[config.mk]
export PLATFORM = sky130hd
export DESIGN_NAME = scan_test_controller_flat
export DESIGN_NICKNAME = d
export VERILOG_FILES = /design/src/rtl/scan_test_controller_if.sv /design/src/rtl/scan_test_controller.sv /design/src/flat_wrapper.sv
export SDC_FILE = /design/constraint.sdc
export NUM_CORES = 1
export LEC_CHECK = 0
export CAP_MARGIN = 10
export CORE_ASPECT_RATIO = 1.25
export CORE_MARGIN = 2
export CORE_UTILIZATION = 40
export DETAILED_ROUTE_END_ITERATION = 10
export DONT_BUFFER_PORTS = 1
export PLACE_DENSITY = 0.62
export SLEW_MARGIN = 40
export SYNTH_ARGS = -nofsm -noshare
export SYNTH_HDL_FRONTEND = slang
export SYNTH_SLANG_ARGS = --single-unit
[constraint.sdc]
create_clock -name clk -period 1.9 [get_ports clk]
set_input_delay 0.38 -clock clk [delete_from_list [all_inputs] [get_ports clk]]
set_output_delay 0.38 -clock clk [all_outputs]
set_load 0.02 [all_outputs]
[src/rtl/scan_test_controller_if.sv]
// Pattern/response handshakes plus the scan-chain pins of the scan sequencer.
// The controller uses the slave side; the harness that owns the chain uses master.
interface scan_test_controller_if #(
  parameter int CHAIN_LEN = 4,
  parameter int CNT_W     = 16
);
  logic                 pat_valid;
  logic                 pat_ready;
  logic [CHAIN_LEN-1:0] pat_data;
  logic                 resp_valid;
  logic                 resp_ready;
  logic [CHAIN_LEN-1:0] resp_data;
  logic                 scan_en;
  logic                 chain_ce;
  logic                 scan_si;
  logic                 scan_so;
  logic                 capture;
  logic                 busy;
  logic [CNT_W-1:0]     pat_cnt;

  modport slave (
    input  pat_valid, pat_data, resp_ready, scan_so,
    output pat_ready, resp_valid, resp_data, scan_en, chain_ce, scan_si,
           capture, busy, pat_cnt
  );

  modport master (
    output pat_valid, pat_data, resp_ready, scan_so,
    input  pat_ready, resp_valid, resp_data, scan_en, chain_ce, scan_si,
           capture, busy, pat_cnt
  );
endinterface

[src/rtl/scan_test_controller.sv]
// Scan sequencer: shifts a pattern in MSB-first, fires one capture cycle and
// shifts the response out, overlapping the unload with the next pattern's load.
module scan_test_controller #(
  parameter int CHAIN_LEN = 4,
  parameter int CNT_W     = 16
) (
  input  logic                    clk,
  input  logic                    rst,
  scan_test_controller_if.slave   bus
);
  localparam int N  = CHAIN_LEN;
  localparam int CW = (N > 1) ? $clog2(N) : 1;
  localparam logic [CW-1:0] LAST = CW'(N - 1);

  typedef enum logic [2:0] {S_IDLE, S_LOAD, S_WAIT, S_CAPT, S_UNLD} state_t;

  state_t           r_state, w_state_nxt;
  logic [CW-1:0]    r_cnt, w_cnt_nxt;
  logic [N-1:0]     r_pat, w_pat_nxt;
  logic [N-1:0]     r_resp_sh, w_resp_sh_nxt;
  logic [N-1:0]     r_resp_data, w_resp_data_nxt;
  logic             r_has_pat, w_has_pat_nxt;
  logic             r_resp_valid, w_resp_valid_nxt;
  logic [CNT_W-1:0] r_pat_cnt, w_pat_cnt_nxt;
  logic             r_pat_ready, r_scan_en, r_chain_ce, r_capture, r_busy;
  logic             w_accept, w_shift, w_last, w_hold_nxt;

  assign w_accept = bus.pat_valid && r_pat_ready;
  assign w_shift  = r_scan_en && r_chain_ce;
  assign w_last   = (r_cnt == LAST);

  always_comb begin
    w_state_nxt      = r_state;
    w_cnt_nxt        = r_cnt;
    w_pat_nxt        = r_pat;
    w_resp_sh_nxt    = r_resp_sh;
    w_resp_data_nxt  = r_resp_data;
    w_has_pat_nxt    = r_has_pat;
    w_resp_valid_nxt = r_resp_valid && !bus.resp_ready;
    w_pat_cnt_nxt    = r_pat_cnt;
    // The pattern register drains to zero, so scan_si idles low for free.
    if (w_shift) w_pat_nxt = {r_pat[N-2:0], 1'b0};
    case (r_state)
      S_IDLE: if (w_accept) begin
        w_state_nxt = S_LOAD;
        w_cnt_nxt   = '0;
        w_pat_nxt   = bus.pat_data;
      end
      S_LOAD: begin
        w_cnt_nxt = r_cnt + 1'b1;
        if (w_last) begin
          w_cnt_nxt   = '0;
          w_state_nxt = r_resp_valid ? S_WAIT : S_CAPT;
        end
      end
      S_WAIT: if (!r_resp_valid) w_state_nxt = S_CAPT;
      S_CAPT: begin
        w_state_nxt   = S_UNLD;
        w_cnt_nxt     = '0;
        w_has_pat_nxt = w_accept;
        if (w_accept) w_pat_nxt = bus.pat_data;
      end
      S_UNLD: if (w_shift) begin
        w_resp_sh_nxt = {r_resp_sh[N-2:0], bus.scan_so};
        w_cnt_nxt     = r_cnt + 1'b1;
        if (w_last) begin
          w_cnt_nxt        = '0;
          w_resp_data_nxt  = w_resp_sh_nxt;
          w_resp_valid_nxt = 1'b1;
          w_pat_cnt_nxt    = r_pat_cnt + 1'b1;
          w_state_nxt      = r_has_pat ? S_CAPT : S_IDLE;
        end
      end
      default: w_state_nxt = S_IDLE;
    endcase
  end

  // Freeze the final unload shift while an older response is still pending,
  // so a back-to-back capture can never overwrite undelivered data.
  assign w_hold_nxt = (w_state_nxt == S_UNLD) && (w_cnt_nxt == LAST) && w_resp_valid_nxt;

  always_ff @(posedge clk) begin
    if (rst) begin
      r_state      <= S_IDLE;
      r_cnt        <= '0;
      r_pat        <= '0;
      r_resp_sh    <= '0;
      r_resp_data  <= '0;
      r_has_pat    <= 1'b0;
      r_resp_valid <= 1'b0;
      r_pat_cnt    <= '0;
      r_pat_ready  <= 1'b1;
      r_scan_en    <= 1'b0;
      r_chain_ce   <= 1'b0;
      r_capture    <= 1'b0;
      r_busy       <= 1'b0;
    end else begin
      r_state      <= w_state_nxt;
      r_cnt        <= w_cnt_nxt;
      r_pat        <= w_pat_nxt;
      r_resp_sh    <= w_resp_sh_nxt;
      r_resp_data  <= w_resp_data_nxt;
      r_has_pat    <= w_has_pat_nxt;
      r_resp_valid <= w_resp_valid_nxt;
      r_pat_cnt    <= w_pat_cnt_nxt;
      r_pat_ready  <= (w_state_nxt == S_IDLE) || (w_state_nxt == S_CAPT);
      r_scan_en    <= (w_state_nxt == S_LOAD) || (w_state_nxt == S_WAIT) ||
                      (w_state_nxt == S_UNLD);
      r_chain_ce   <= ((w_state_nxt == S_LOAD) || (w_state_nxt == S_CAPT) ||
                       (w_state_nxt == S_UNLD)) && !w_hold_nxt;
      r_capture    <= (w_state_nxt == S_CAPT);
      r_busy       <= (w_state_nxt != S_IDLE);
    end
  end

  assign bus.pat_ready  = r_pat_ready;
  assign bus.resp_valid = r_resp_valid;
  assign bus.resp_data  = r_resp_data;
  assign bus.scan_en    = r_scan_en;
  assign bus.chain_ce   = r_chain_ce;
  assign bus.scan_si    = r_pat[N-1];
  assign bus.capture    = r_capture;
  assign bus.busy       = r_busy;
  assign bus.pat_cnt    = r_pat_cnt;
endmodule

[src/flat_wrapper.sv]
// flat-port wrapper written by rule: the top's interface ports become plain ports
module scan_test_controller_flat 
#(
  parameter int CHAIN_LEN = 4,
  parameter int CNT_W     = 16
)
  (clk, rst, bus_pat_valid, bus_pat_data, bus_resp_ready, bus_scan_so, bus_pat_ready, bus_resp_valid, bus_resp_data, bus_scan_en, bus_chain_ce, bus_scan_si, bus_capture, bus_busy, bus_pat_cnt);
  scan_test_controller_if #(.CHAIN_LEN(CHAIN_LEN), .CNT_W(CNT_W)) bus_i ();
  input  logic clk;
  input  logic rst;
  input wire logic [$bits(bus_i.pat_valid)-1:0] bus_pat_valid;
  input wire logic [$bits(bus_i.pat_data)-1:0] bus_pat_data;
  input wire logic [$bits(bus_i.resp_ready)-1:0] bus_resp_ready;
  input wire logic [$bits(bus_i.scan_so)-1:0] bus_scan_so;
  output wire logic [$bits(bus_i.pat_ready)-1:0] bus_pat_ready;
  output wire logic [$bits(bus_i.resp_valid)-1:0] bus_resp_valid;
  output wire logic [$bits(bus_i.resp_data)-1:0] bus_resp_data;
  output wire logic [$bits(bus_i.scan_en)-1:0] bus_scan_en;
  output wire logic [$bits(bus_i.chain_ce)-1:0] bus_chain_ce;
  output wire logic [$bits(bus_i.scan_si)-1:0] bus_scan_si;
  output wire logic [$bits(bus_i.capture)-1:0] bus_capture;
  output wire logic [$bits(bus_i.busy)-1:0] bus_busy;
  output wire logic [$bits(bus_i.pat_cnt)-1:0] bus_pat_cnt;
  assign bus_i.pat_valid = bus_pat_valid;
  assign bus_i.pat_data = bus_pat_data;
  assign bus_i.resp_ready = bus_resp_ready;
  assign bus_i.scan_so = bus_scan_so;
  assign bus_pat_ready = bus_i.pat_ready;
  assign bus_resp_valid = bus_i.resp_valid;
  assign bus_resp_data = bus_i.resp_data;
  assign bus_scan_en = bus_i.scan_en;
  assign bus_chain_ce = bus_i.chain_ce;
  assign bus_scan_si = bus_i.scan_si;
  assign bus_capture = bus_i.capture;
  assign bus_busy = bus_i.busy;
  assign bus_pat_cnt = bus_i.pat_cnt;
  scan_test_controller #(.CHAIN_LEN(CHAIN_LEN), .CNT_W(CNT_W)) u_core (.clk(clk), .rst(rst), .bus(bus_i));
endmodule
Word-level counts from Yosys, hierarchy flattened --
Index checks and enable logic that the tools add are counted.
Word-level totals: register bits after elaboration 39, latch bits 0, memory bits (writable) 0, bits in read-only memories 0, word-level logic and storage cells 62, memories kept 0
Operators by class: add/subtract/negate cells 2, multiply operators 0, divide/modulo/power cells 0, magnitude comparators 0, equal/unequal tests 10, shifts and indexed selects 0, muxes and demuxes 18, bitwise gates (word level) 0, reductions and logical operators 19
Operators with widths (count):
- 16-bit by 1-bit adder with 16-bit output, second input constant | 1
- 3-bit two-way mux | 5
- 3-bit case mux with 5 select lines | 1
- 3-bit by 2-bit == test with 1-bit output, second input constant | 4
- 4-bit two-way mux | 3
- 2-bit two-way mux | 4
- 2-bit case mux with 4 select lines | 1
- 3-bit by 1-bit == test with 1-bit output, second input constant | 2
- 3-bit == test, second input constant | 2
- 1-bit logical AND | 6
- 3-bit zero test | 2
- 1-bit logical OR | 5
- 2-bit == test, second input constant | 2
- 1-bit two-way mux | 4
- 3-bit AND reduction | 1
- 3-bit nonzero test | 1
- 2-bit by 1-bit adder with 2-bit output, second input constant | 1
- 1-bit zero test | 2
- 2-bit AND reduction | 1
- 2-bit OR reduction | 1

Depth between registers and ports, before layout --
Gate-level depths: netlist of the first run.
depth in word-level cells 9, gate-level depth with buffers 7, mapped depth without buffers 6

Worst setup path after synthesis of the first run --
OpenSTA, ideal clock, no wires.
kind register -> register, start register u_core.r_cnt[0], end register u_core.r_pat_cnt[7], in the netlist u_core.bus.pat_cnt[7], setup time 0.126 ns, data arrival time 1.500 ns, data required time 1.774 ns, setup slack 0.274 ns, stages on the path, launching flop included 8, path buffers 1, period minus slack after synthesis 1.626 ns, cell sequence dfxtp_1 -> ha_1 -> nor2b_1 -> and2_4 -> buf_6 -> nand3_1 -> xnor2_1 -> nor2b_1
On the way: word-level cells in the longest chain between the ends 2
Ends and longest elaborated chain:
- start: declaration | RTL line scan_test_controller.sv:18 | logic [CW-1:0] r_cnt, w_cnt_nxt;
- start signal: assignment | RTL line scan_test_controller.sv:99 | r_cnt <= w_cnt_nxt;
- 2-bit == test | RTL line scan_test_controller.sv:30 | assign w_last = (r_cnt == LAST);
- 3-bit AND reduction (no source line)
- end signal: assignment | RTL line scan_test_controller.sv:105 | r_pat_cnt <= w_pat_cnt_nxt;
- end: declaration | RTL line scan_test_controller.sv:24 | logic [CNT_W-1:0] r_pat_cnt, w_pat_cnt_nxt;
Every way passes these cells. A chain may end at the register's enable or synchronous reset.

Final worst setup path of the first run --
start register u_core.r_cnt[1], end register u_core.r_pat_cnt[9], in the netlist u_core.bus.pat_cnt[9]
The elaborated chain is that of the path after synthesis.

==> reports/metrics.yaml, run 1 <==
clock_tree:
  cts.clk_slew.worst_paths_ps: 80
  cts_tree: "yes"
  cts.sinks: 39
  clkLatencyLatePin_ps: 290
  clockBufferDepth: 2
  cts_root_buf: "clkbuf_8"
  cts_buffers: 5
  ctsHtreeMaxLevel: 2
global_route:
  grt_pass1_wl_um: 6220
  globalRouteTotalUtil: 0.161
  grt_max_degree: 37
  grt_pass1_vias: 1299
  antenna_found_initial: 0
  grt.overflow.total: 0
floorplan:
  initial_core_util: 0.420
  dieArea_um2: 4850
  fp.dieH_um: 77.4
  row_count: 26
  core_area_um2: 4100
  fp.dieW_um: 62.7
  io_pins: 36
pwr:
  p_sw_frac: 0.240
  ir_drop_mv: 0.443
  internal_power_mw: 1.13
  power.share.clock: 0.369
  pwr-share-comb: 0.050
  power.total_mw: 1.48
  power_frac_seq: 0.581
  power_density_nw_per_um2: 778
  p_sw_mw: 0.355
  p_leak_nw: 0.702
routing:
  wire_per_inst_um: 14.1
  routed-via-count: 1392
  drc: 0
  ant_nets: 0
  drt_first_pass_iters: 4
  routed_wl_um: 3610
  viasPerCell: 5.44
  drt-initial-drc-count: 100
yosys:
  syn-instance-count: 191
  synth_area_per_cell_um2: 9.02
  ys_seq_area_frac: 0.453
  synth_cell_types: 44
  synth_top_family_by_area: "simple AND/OR/NAND/NOR gates"
  synth_edf_count: 0
  synthMuxAreaShare: 0.0523
  synth_compound_area_frac: 0.119
  ys_ff_latch: 39
  synth_nets: 203
  synth_area_um2: 1720
  synth_adder_area_share: 0.0218
  synth_xor_area_frac: 0.0508
  synth-simple-area-share: 0.269
  postSynth.asyncResetShare: 0
  synthFlopType: "dfxtp_1"
  synth_warnings: 0
worst_setup_path:
  crit_fanout: 8
  rr_startpoint: "u_core.r_cnt[1]$_SDFF_PP0_"
  required_ps: 2130
  cp-end-kind: "register"
  cpPeakStageDelay_ps: 380
  start_kind: "register"
  worstSetupPathType: "register to register"
  r2r_end: "u_core.bus.pat_cnt[9]$_SDFFE_PP0P_"
  reg2reg_depth: 6
  reg2reg_slack_ps: 210
  critPathArrivalTime_ps: 1920
  path_cells: "ha_1 -> nor2b_1 -> buf_4 -> nand3_2 -> or3_1 -> a21oi_1"
  cpMaxStageDelayCell: "dfxtp_1"
timing:
  slew_violations: 0
  timing.final.crit_share: 0.889
  slew_headroom: 0.667
  rsz0062_at_grt: "no"
  post-route-min-period_ps: 1690
  setup_viol: 0
  max_slew.worst_pin.slew_ps: 499
  hold_violations: 0
  fmax_ghz: 0.592
  fin_tns_setup_ps: 0
  skew_ps: 12.1
layout:
  drive_gt1_frac: 0.115
  nets: 211
  syn_to_final_growth_pct: 10.5
  layout_commonest_cell: "dfxtp_1"
  final_cell_mix: "39 x dfxtp_1, 26 x nor2_1, 18 x nand2_1"
  diodes: 0
  postLayoutCellArea_um2: 1900
min_path:
  hp-start: "rst"
  min_path_cells: 1
  min_path_type: "primary input to register"
  hold_end: "u_core.bus.pat_cnt[9]$_SDFFE_PP0P_"
outcome:
  outcome: "completed"
placed_design:
  dp_hpwl_um: 2650
  io_buffers: 0
  placed_area_um2: 1810
  place_congestion: 0.782
run:
  cap_violations: 0
## kinds of logic (layout without fill, tap and decap cells)
kind of cell / Yosys count / count (layout)
AO/OA/AOI/OAI: 33 / 33
multiplexers: 9 / 9
flip-flops: 39 / 39
AND/OR/NAND/NOR: 86 / 86
adder cells (fa/ha/maj): 3 / 3
XOR/XNOR: 10 / 10
buffers and inverters: 11 / 20
## state kept, by name, indices dropped and copies added, names as in the netlist
register	cells
u_core.bus.pat_ready	1
u_core.bus.resp_data	4
u_core.r_state	3
u_core.r_has_pat	1
u_core.bus.capture	1
u_core.r_cnt	2
u_core.bus.busy	1
u_core.bus.chain_ce	1
u_core.bus.pat_cnt	16
u_core.bus.resp_valid	1
u_core.r_pat	4
u_core.bus.scan_en	1
u_core.r_resp_sh	3
## critical path: cells and delay by family (launching register included)
kind / cells / cell delay (ps)
and+or+nand+nor: 3 / 770
DFF: 1 / 380
adders and majority gates: 1 / 180
buffers and inverters: 1 / 180
AOI/OAI and AO/OA: 1 / 140
## timing repair
action,4_1_cts,5_1_grt
buffers inserted,0,0
resized for setup,0,1
endpoints found under the setup margin,0,1
hold endpoints to repair,0,0
hold buffers,0,0
## routing by layer
layer  GRT usage  wire (um)
met5           0          0
met4      0.0733         60
met3      0.0638        225
met2       0.252       1700
met1       0.196       1620
## worst max path at each step
stage	start	end	slack [ps]
3_5_place_dp	u_core.r_state[0]$_SDFF_PP0_	u_core.bus.chain_ce$_SDFF_PP0_	170
6_report	u_core.r_cnt[1]$_SDFF_PP0_	u_core.bus.pat_cnt[9]$_SDFFE_PP0P_	210
5_1_grt	u_core.r_state[1]$_SDFF_PP0_	u_core.bus.chain_ce$_SDFF_PP0_	40
2_1_floorplan	u_core.r_cnt[0]$_SDFF_PP0_	u_core.bus.pat_cnt[7]$_SDFFE_PP0P_	270
4_1_cts	u_core.r_state[0]$_SDFF_PP0_	u_core.bus.chain_ce$_SDFF_PP0_	160
3_3_place_gp	u_core.r_state[0]$_SDFF_PP0_	u_core.bus.chain_ce$_SDFF_PP0_	190
## cells in the mapped netlist (4+ instances only)
master    instances  share of area
dfxtp_1          39           0.45
o21ai_0           7          0.020
a21oi_1          13          0.038
nor3_1            4          0.012
clkbuf_1          5          0.011
nand2_1          18          0.039
or3_1             6          0.022
nor2_1           26          0.057
xnor2_1           7          0.036
nand3_1           9          0.026
mux2i_1           9          0.052
## final cells by class
type / instances / area [um2]
clock inverters: 2 / 12.5
clock buffers: 6 / 72.6
fillers: 426 / 2200
multi-input cells: 141 / 888
repair buffers: 9 / 67.6
inverters: 3 / 11.3
flip-flops and latches: 39 / 781
well taps: 56 / 70.1
## power groups by stage
stage / logic [mW] / registers [mW] / clock network (mW)
finish: 0.0740 / 0.860 / 0.546
global route: 0.0845 / 0.863 / 0.603
CTS: 0.0746 / 0.860 / 0.556
detailed placement: 0.0742 / 0.879 / 0
global placement: 0.0721 / 0.878 / 0
floorplan: 0.0661 / 0.879 / 0
## metrics by stage
step	setup slack, ps	std cells	hold slack, ps	util
after CTS	162	256	142	0.463
after global routing	40.7	256	131	0.464
after floorplan	274	191	446	-
after detailed placement	171	248	455	0.443
after global placement	187	248	452	0.443
final	211	256	145	0.464
Power figures use the tool's default switching activity.
==> inputs of run 2 (changes only) <==
Settings changed: PLACE_DENSITY 0.62 to 0.6.
==> reports/metrics.yaml, run 2 (synthesis gave the netlist of run 1 again) <==
layout:
  diodes: 0  # unchanged
  fillers: 428  # was 426
  final_cell_mix: "39 x dfxtp_1, 26 x nor2_1, 18 x nand2_1"  # unchanged
  nets: 211  # unchanged
  layout_commonest_cell: "dfxtp_1"  # unchanged
  multi_input_area_um2: 887  # was 888 um2
  largest_reg_flops: 16  # unchanged
  drive_gt1_frac: 0.116  # was 0.115
  final_core_util: 0.465  # was 0.464
  regArea_um2: 781  # unchanged
  postLayoutCellArea_um2: 1900  # about the same
  syn_to_final_growth_pct: 10.5  # about the same
clock_tree:
  clockBufferDepth: 2  # unchanged
  cts_tree: "yes"  # unchanged
  cts.sinks: 39  # unchanged
  cts_buffers: 5  # unchanged
  hold_buffers: 0  # unchanged
  clkLatencyLatePin_ps: 290  # about the same
  cts_root_buf: "clkbuf_8"  # unchanged
  cts.clk_slew.worst_paths_ps: 70  # was 80 ps
  ctsHtreeMaxLevel: 2  # unchanged
worst_setup_path:
  critPathTopFamily: "simple AND/OR/NAND/NOR gates"  # unchanged
  r2r_end: "u_core.bus.chain_ce$_SDFF_PP0_"  # was u_core.bus.pat_cnt[9]$_SDFFE_PP0P_
  path_cells: "and4b_2 -> and2_4 -> a21oi_1 -> nand2_1 -> o211ai_1"  # was ha_1 -> nor2b_1 -> buf_4 -> nand3_2 -> or3_1 -> a21oi_1
  cpPeakStageDelay_ps: 500  # was 380 ps
  reg2reg_slack_ps: 180  # was 210 ps
  critPathArrivalTime_ps: 1930  # was 1920 ps
  crit_fanout: 11  # was 8
  cpMaxStageDelayCell: "dfxtp_1"  # unchanged
  worstSetupPathType: "register to register"  # unchanged
  start_kind: "register"  # unchanged
  required_ps: 2110  # was 2130 ps
  path_buf_inv: 0  # was 1
  reg2reg_depth: 5  # was 6
  cp-end-kind: "register"  # unchanged
  rr_startpoint: "u_core.r_state[0]$_SDFF_PP0_"  # was u_core.r_cnt[1]$_SDFF_PP0_
  cp.depth: 5  # was 6
timing:
  slew_violations: 0  # unchanged
  post-route-min-period_ps: 1720  # was 1690 ps
  slew_headroom: 0.696  # was 0.667
  hold_violations: 0  # unchanged
  fmax_ghz: 0.581  # was 0.592 GHz
  setup_viol: 0  # unchanged
  fin_tns_setup_ps: 0  # unchanged
  timing.hold.ws_ps: 148  # was 145 ps
  timing.final.crit_share: 0.906  # was 0.889
  rsz0062_at_grt: "no"  # unchanged
  max_slew.worst_pin.slew_ps: 455  # was 499 ps
  skew_ps: 6.50  # was 12.1 ps
outcome:
  outcome: "completed"  # unchanged
floorplan:
  io_pins: 36  # unchanged
  dieArea_um2: 4850  # unchanged
  fp.dieH_um: 77.4  # unchanged
  fp.dieW_um: 62.7  # unchanged
  core_area_um2: 4100  # unchanged
  initial_core_util: 0.420  # unchanged
  row_count: 26  # unchanged
min_path:
  min_path_cells: 1  # unchanged
  hold_end: "u_core.bus.pat_cnt[8]$_SDFFE_PP0P_"  # was u_core.bus.pat_cnt[9]$_SDFFE_PP0P_
  min_path_type: "primary input to register"  # unchanged
  hp-start: "rst"  # unchanged
routing:
  wl_met1_um: 1480  # was 1620 um
  ant_nets: 0  # unchanged
  drc: 0  # unchanged
  routed.top_layer: "met4"  # unchanged
  met3RoutedLength_um: 202  # was 225 um
  drt-initial-drc-count: 80  # was 100
  routed-via-count: 1413  # was 1392
  viasPerCell: 5.54  # was 5.44
  wl_met2_um: 1910  # was 1700 um
  routed_wl_um: 3690  # was 3610 um
  drt_first_pass_iters: 4  # unchanged
  wire_per_inst_um: 14.5  # was 14.1 um
placed_design:
  place_congestion: 0.869  # was 0.782
  io_buffers: 0  # unchanged
  placed_area_um2: 1810  # unchanged
  dp_hpwl_um: 2680  # was 2650 um
pwr:
  power_density_nw_per_um2: 785  # was 778 nW/um2
  ir_drop_mv: 0.324  # was 0.443 mV
  p_leak_nw: 0.707  # was 0.702 nW
  power.total_mw: 1.49  # was 1.48 mW
global_route:
  globalRouteTotalUtil: 0.162  # was 0.161
  grt_pass1_wl_um: 6260  # was 6220 um
  antenna_found_initial: 0  # unchanged
  grt_max_degree: 37  # unchanged
  grt.overflow.total: 0  # unchanged
  grt_pass1_vias: 1317  # was 1299
run:
  cap_violations: 0  # unchanged
[run 2: changes by cell type in the layout (fill, tap and decap cells not counted)]
cell and delta:
nor2b_1 -1, a21oi_1 +1, nor2b_2 +1, clkbuf_8 +1
clkbuf_1 -1, a21oi_2 -1, clkinvlp_4 -1
[run 2: what timing repair did]
action | CTS | global route
gates resized for setup | 0 | 1
endpoints found under the setup margin | 0 | 3
setup buffers | 0 | 0
[run 2: final cells by class]
cell class	count	share of cell area
clock buffer	6	0.0434
timing repair buffer	9	0.0355
sequential	39	0.410
clock inverter	1	0.00263
inverter	3	0.00591
tap	56	0.0368
multi-input combinational	141	0.466
[run 2: worst max path at each step]
stage / startpoint / end / slack [ps]
floorplan: u_core.r_cnt[0]$_SDFF_PP0_ / u_core.bus.pat_cnt[7]$_SDFFE_PP0P_ / 270
global placement: u_core.r_cnt[0]$_SDFF_PP0_ / u_core.bus.pat_cnt[13]$_SDFFE_PP0P_ / 200
detailed placement: u_core.r_cnt[0]$_SDFF_PP0_ / u_core.bus.pat_cnt[13]$_SDFFE_PP0P_ / 130
CTS: u_core.r_cnt[0]$_SDFF_PP0_ / u_core.bus.pat_cnt[13]$_SDFFE_PP0P_ / 110
global route: u_core.r_state[0]$_SDFF_PP0_ / u_core.bus.chain_ce$_SDFF_PP0_ / 40
finish: u_core.r_state[0]$_SDFF_PP0_ / u_core.bus.chain_ce$_SDFF_PP0_ / 180
[run 2: per-stage QoR]
| stage | cells | setup WS [ps] |
|---|---|---|
| 5_1_grt | 255 | 37.6 |
| 3_3_place_gp | 248 | 201 |
| 3_5_place_dp | 248 | 128 |
| 2_1_floorplan | 191 | 274 |
| 4_1_cts | 255 | 114 |
| 6_report | 255 | 178 |
[run 2: layer usage]
metal / track usage / up-vias
met5: 0 / -
met4: 0.0822 / 0
met3: 0.0536 / 12
met2: 0.284 / 35
met1: 0.173 / 671
li1: - / 695
[run 2: power breakdown]
group          total [mW]  internal (mW)  switching, mW
clock               0.558          0.285          0.273
combinational      0.0731         0.0316         0.0414
sequential          0.864          0.837         0.0263
